`src/rtl/scalar_seq_ctrl_pkg.sv`:
```
// Shared coprocessor definitions: FSM encodings, matrix capacity and the
// size-code to element-count mapping.
package scalar_seq_ctrl_pkg;

    localparam int MAX_ELEMS = 25;
    localparam int IDX_W     = 5;

    localparam logic [1:0] ST_IDLE = 2'd0;
    localparam logic [1:0] ST_RUN  = 2'd1;
    localparam logic [1:0] ST_DONE = 2'd2;

    function automatic logic [IDX_W-1:0] size_to_n(input logic [1:0] size);
        logic [IDX_W-1:0] n;
        case (size)
            2'b00:   n = 5'd4;
            2'b01:   n = 5'd9;
            2'b10:   n = 5'd16;
            2'b11:   n = 5'd25;
            default: n = 5'd4;
        endcase
        return n;
    endfunction

endpackage

```
`src/rtl/scalar_seq_ctrl_elem_mult.sv`:
```
// Signed ELEM_W x ELEM_W multiplier returning the truncated product and a
// flag that is set when the full product does not fit in ELEM_W bits.
module elem_mult #(
    parameter int ELEM_W = 8
) (
    input  logic [ELEM_W-1:0] a,
    input  logic [ELEM_W-1:0] b,
    output logic [ELEM_W-1:0] prod_lo,
    output logic              ovf
);

    logic signed [2*ELEM_W-1:0] prod_s;

    // Full-width signed product, truncation and overflow detection.
    always_comb begin
        prod_s  = $signed(a) * $signed(b);
        prod_lo = prod_s[ELEM_W-1:0];
        ovf     = (prod_s[2*ELEM_W-1:ELEM_W] != {ELEM_W{prod_s[ELEM_W-1]}});
    end

endmodule

```
`src/rtl/scalar_seq_ctrl.sv`:
```
// Sequential matrix-by-scalar multiplier: one element per cycle, results
// held with a valid/ready handshake until the consumer takes them.
module scalar_seq_ctrl #(
    parameter int ELEM_W    = 8,
    parameter int MAX_ELEMS = scalar_seq_ctrl_pkg::MAX_ELEMS
) (
    input  logic                        clk,
    input  logic                        rst_n,
    input  logic                        cmd_valid,
    output logic                        cmd_ready,
    input  logic [MAX_ELEMS*ELEM_W-1:0] cmd_matrix,
    input  logic [ELEM_W-1:0]           cmd_scalar,
    input  logic [1:0]                  cmd_size,
    output logic                        res_valid,
    input  logic                        res_ready,
    output logic [MAX_ELEMS*ELEM_W-1:0] res_matrix,
    output logic                        res_overflow,
    output logic                        busy
);

    import scalar_seq_ctrl_pkg::*;

    logic [1:0]                  state_r;
    logic [IDX_W-1:0]            index_r;
    logic [IDX_W-1:0]            n_r;
    logic [MAX_ELEMS*ELEM_W-1:0] matrix_r;
    logic [ELEM_W-1:0]           scalar_r;
    logic [MAX_ELEMS*ELEM_W-1:0] res_matrix_r;
    logic                        res_overflow_r;
    logic [ELEM_W-1:0]           elem_s;
    logic [ELEM_W-1:0]           prod_s;
    logic                        ovf_s;

    assign elem_s = matrix_r[index_r*ELEM_W +: ELEM_W];

    elem_mult #(.ELEM_W(ELEM_W)) u_elem_mult (
        .a       (elem_s),
        .b       (scalar_r),
        .prod_lo (prod_s),
        .ovf     (ovf_s)
    );

    // Control FSM, command capture and per-element result accumulation.
    always_ff @(posedge clk or negedge rst_n) begin
        if (!rst_n) begin
            state_r        <= ST_IDLE;
            index_r        <= 5'd0;
            n_r            <= 5'd0;
            matrix_r       <= '0;
            scalar_r       <= '0;
            res_matrix_r   <= '0;
            res_overflow_r <= 1'b0;
        end else begin
            case (state_r)
                ST_IDLE: begin
                    if (cmd_valid) begin
                        matrix_r       <= cmd_matrix;
                        scalar_r       <= cmd_scalar;
                        n_r            <= size_to_n(cmd_size);
                        index_r        <= 5'd0;
                        res_matrix_r   <= '0;
                        res_overflow_r <= 1'b0;
                        state_r        <= ST_RUN;
                    end else begin
                        state_r <= ST_IDLE;
                    end
                end
                ST_RUN: begin
                    res_matrix_r[index_r*ELEM_W +: ELEM_W] <= prod_s;
                    res_overflow_r <= res_overflow_r | ovf_s;
                    if (index_r == n_r - 5'd1) begin
                        state_r <= ST_DONE;
                    end else begin
                        index_r <= index_r + 5'd1;
                    end
                end
                ST_DONE: begin
                    if (res_ready) begin
                        state_r <= ST_IDLE;
                    end else begin
                        state_r <= ST_DONE;
                    end
                end
                default: begin
                    state_r <= ST_IDLE;
                end
            endcase
        end
    end

    assign cmd_ready    = (state_r == ST_IDLE);
    assign res_valid    = (state_r == ST_DONE);
    assign busy         = (state_r != ST_IDLE);
    assign res_matrix   = res_matrix_r;
    assign res_overflow = res_overflow_r;

endmodule

```
`config.mk`:
```
export PLATFORM = sky130hd
export DESIGN_NAME = scalar_seq_ctrl
export DESIGN_NICKNAME = d
export VERILOG_FILES = /design/src/rtl/scalar_seq_ctrl_pkg.sv /design/src/rtl/scalar_seq_ctrl_elem_mult.sv /design/src/rtl/scalar_seq_ctrl.sv
export SDC_FILE = /design/constraint.sdc
export NUM_CORES = 1
export LEC_CHECK = 0
export BUFFER_PORTS_ARGS = -buffer_cell sky130_fd_sc_hd__buf_2
export CAP_MARGIN = 30
export CORE_MARGIN = 1.5
export CORE_UTILIZATION = 54
export DETAILED_ROUTE_END_ITERATION = 7
export PLACE_DENSITY_LB_ADDON = 0.2
export REMOVE_ABC_BUFFERS = 1
export SYNTH_ARGS = -nofsm -noshare
export SYNTH_HDL_FRONTEND = slang
export SYNTH_SLANG_ARGS = --single-unit
```
`constraint.sdc`:
```
create_clock -name clk -period 6.9 [get_ports clk]
set_clock_uncertainty 0.2 [all_clocks]
set_input_delay 0.69 -clock clk [delete_from_list [all_inputs] [get_ports clk]]
set_output_delay 0.69 -clock clk [all_outputs]
set_load 0.01 [all_outputs]
```
==> metrics.csv <==
stage,metric,value,unit
final_layout,area_growth,20.2,%
yosys,netlist_area,20900,sq um
yosys,synth_ff_type,dfrtp_1,
grt,grt_start_max_net_pins,255,
yosys,netlist_instances,2175,
yosys,avgSynthCellArea,9.63,sq um
placed_design,placed_cell_area,23300,sq um
floorplan,fp.dieH,200,um
worst_setup_path,crit_type,reg -> reg,
timing,setup_viol,0,
detailed_routing,firstDrtPassIters,5,
final_layout,fin_cells,3091,
yosys,synth_edf_count,0,
clock_network,cts_tree,built,
min_path,min_from,cmd_scalar[1],
job,drv_cap,0,
yosys,async_flop_share,100,%
worst_setup_path,critPathCaptureType,flop,
detailed_routing,drt_first_iter_violations,1195,
worst_setup_path,startpoint_type,flop,
detailed_routing,num_vias,16929,
grt,grt_antenna_before_repair,1,
outcome,status,completed,
yosys,synthTopCellsByCount,"nand2_1 (775), dfrtp_1 (419), o21ai_0 (158), nand3_1 (157), clkbuf_1 (99)",
worst_setup_path,cp_max_fo,8,
worst_setup_path,r2r-start,index_r[0],
yosys,synth_top_area_share,50.1,%
detailed_routing,viasPerCell,5.48,
worst_setup_path,critPathLaunch,index_r[0],
clock_network,clock_path_buffers,3,
final_layout,final_net_count,2846,
yosys,synth.area.top_cells,"dfrtp_1 (50%), nand2_1 (14%), fa_1 (5.3%)",
timing,maxSlewViolCount,0,
worst_setup_path,cp.arrival,6.91,ns
timing,slew_headroom,17.4,%
floorplan,fp.dieW,200,um
detailed_routing,ant_nets,0,
grt,grt_first_pass_wirelength,90.8,mm
timing,clock.fmax,0.150,GHz
clock_network,path_clk_slew,0.06,ns
yosys,synth_cell_types,56,
yosys,synth.yosys.warnings,0,
worst_setup_path,crit_required,7.16,ns
floorplan,io_pins,418,
detailed_routing,wl_per_cell,18.7,um
detailed_routing,drc,0,
placed_design,globalplace.congestion,0.872,
yosys,ys_ff_latch,419,
final_layout,postLayoutCellArea,25200,sq um
yosys,yosysMostFrequentCell,nand2_1,
timing,setup_tns,0,ns
worst_setup_path,slowest_delay,0.66,ns
detailed_routing,totalWireLength,57.7,mm
floorplan,rows,71,
clock_network,cts_max_level,2,
clock_network,worstSkewPairLatency,0.58,ns
grt,gr-total-overflow,0,
min_path,hp-class,in -> reg,
timing,max_slew.worst_pin.slew,1.24,ns
floorplan,coreArea,37900,sq um
clock_network,cts-buffers-inserted,44,
grt,grt_pass1_vias,17103,
worst_setup_path,crit_path_top_delay_cell,fa_2,
worst_setup_path,crit_chain,clkbuf_4 > mux4_1 > mux4_2 > mux2i_4 > nand2b_1 > inv_1 > fa_2 > inv_1 > fa_1 > fa_1 > fa_1 > inv_1 > ha_1 > a21oi_1 > a21oi_1 > a211oi_2 > o31ai_1 > xnor2_1 > nand4_1 > o41ai_2 > a21oi_1,
floorplan,initial_core_util,55.2,%
yosys,synth_top_cell_by_area,dfrtp_1,
timing,fin_crit_sh,96.4,%
clock_network,cts_root_buffer,clkbuf_16,
final_layout,drive_gt1_share,23.6,%
timing,period_needed,6.65,ns
grt,grt_usage,29.4,%
clock_network,cts.sinks,419,
placed_design,hpwl,40.7,mm
yosys,synth_seq_area_share,50.1,%
placed_design,numPortBuffers,417,
placed_design,dpl_worst_slack,0.0679,ns
timing,finalHoldViolCount,0,
placed_design,place_inst,2995,
floorplan,dieArea,40000,sq um
timing,postLayoutSetupSlackWorst,0.247,ns
[what timing repair did]
item	CTS	global route
resized for setup	0	7
hold endpoints to repair	80	0
buffers inserted	0	8
hold buffers	1	0
endpoints found under the setup margin	0	1
[per-stage QoR]
stage	hold slack [ns]	util [%]
after floorplan	0.194	-
after global placement	0.250	61.4
after detailed placement	0.254	61.5
after CTS	0.0779	65.9
after global routing	0.0983	66.3
final	0.0992	66.3
[sequential cells by signal, indices dropped and copies added (netlist names)]
signal	cells
state_r	2
index_r	5
matrix_r	200
scalar_r	8
n_r	3
res_matrix	200
res_overflow	1
[worst paths after layout]
path                                   end  slack, ns  cells past startpoint
setup / recovery              res_overflow       0.25                     21
hold / removal                 scalar_r[1]        0.1                      3
setup reg to reg              res_overflow       0.25                     21
hold reg to reg               matrix_r[39]       0.27                      2
max in group asynchronous       index_r[0]       4.61                      3
min in group asynchronous  res_matrix[138]       0.49                      2
[final cells by class]
| cell class | instances | area, sq um |
|---|---|---|
| Clock buffer | 59 | 1250 |
| Timing Repair Buffer | 460 | 2540 |
| Antenna cell | 1 | 2.50 |
| Multi-Input combinational cell | 1521 | 9460 |
| Inverter | 97 | 378 |
| Fill cell | 3050 | 12800 |
| Sequential cell | 419 | 10500 |
| Tap cell | 511 | 639 |
| Clock inverter | 23 | 409 |
[worst max-delay path, delay by kind of cell, from the launching register on]
family                     cells  cell delay [ns]
adders and majority gates      5             2.54
and+or+nand+nor                2             0.35
muxes                          3             1.27
xor gates and xnor gates       1             0.26
AOI/OAI and AO/OA              6             0.87
buffers and inverters          4             0.50
DFF                            1             0.51
[cells by family after synthesis]
group / share of synthesized area, %
compound gates: 5.58
fa+ha+maj: 7.29
simple gates: 21.7
xor+xnor: 0.920
mux: 9.45
flops: 50.1
buf+inv: 4.95
[cells in the final DEF (no fill, tap or decap), types with 3 or more instances in the layout]
master,synthesis,final
or3_1,10,10
clkbuf_8,0,9
nor3_1,6,5
or2_2,4,3
o21ai_0,158,157
clkbuf_1,99,6
nand3_1,157,157
nand4_1,8,8
nand2_1,775,775
o22ai_1,10,10
buf_12,1,7
clkbuf_16,0,44
clkinv_2,0,7
bufinv_16,0,10
xnor2_1,12,11
mux4_2,44,44
o21ai_1,10,11
dfrtp_1,419,417
and2_1,4,4
ha_1,34,33
xor2_1,10,10
mux2i_4,8,8
nor2b_1,49,49
a21o_1,3,3
mux4_1,11,11
nor2_1,27,26
mux2i_1,47,47
a21oi_1,19,19
inv_1,96,96
nand2b_1,29,29
buf_2,18,416
buf_4,2,32
fa_1,55,54
o31ai_1,3,3
[routing by layer]
metal / GRT usage, % / wire length (um) / up-vias
met3: 4.84 / 4360 / 115
met4: 12.4 / 2090 / 0
met1: 39.3 / 23700 / 8273
met5: 0 / 0 / -
met2: 48.0 / 27500 / 694
li1: - / - / 7847
Power is left out: the tool's default activity adds up to more than one toggle a clock period on the data nets, which glitch-free logic cannot reach.
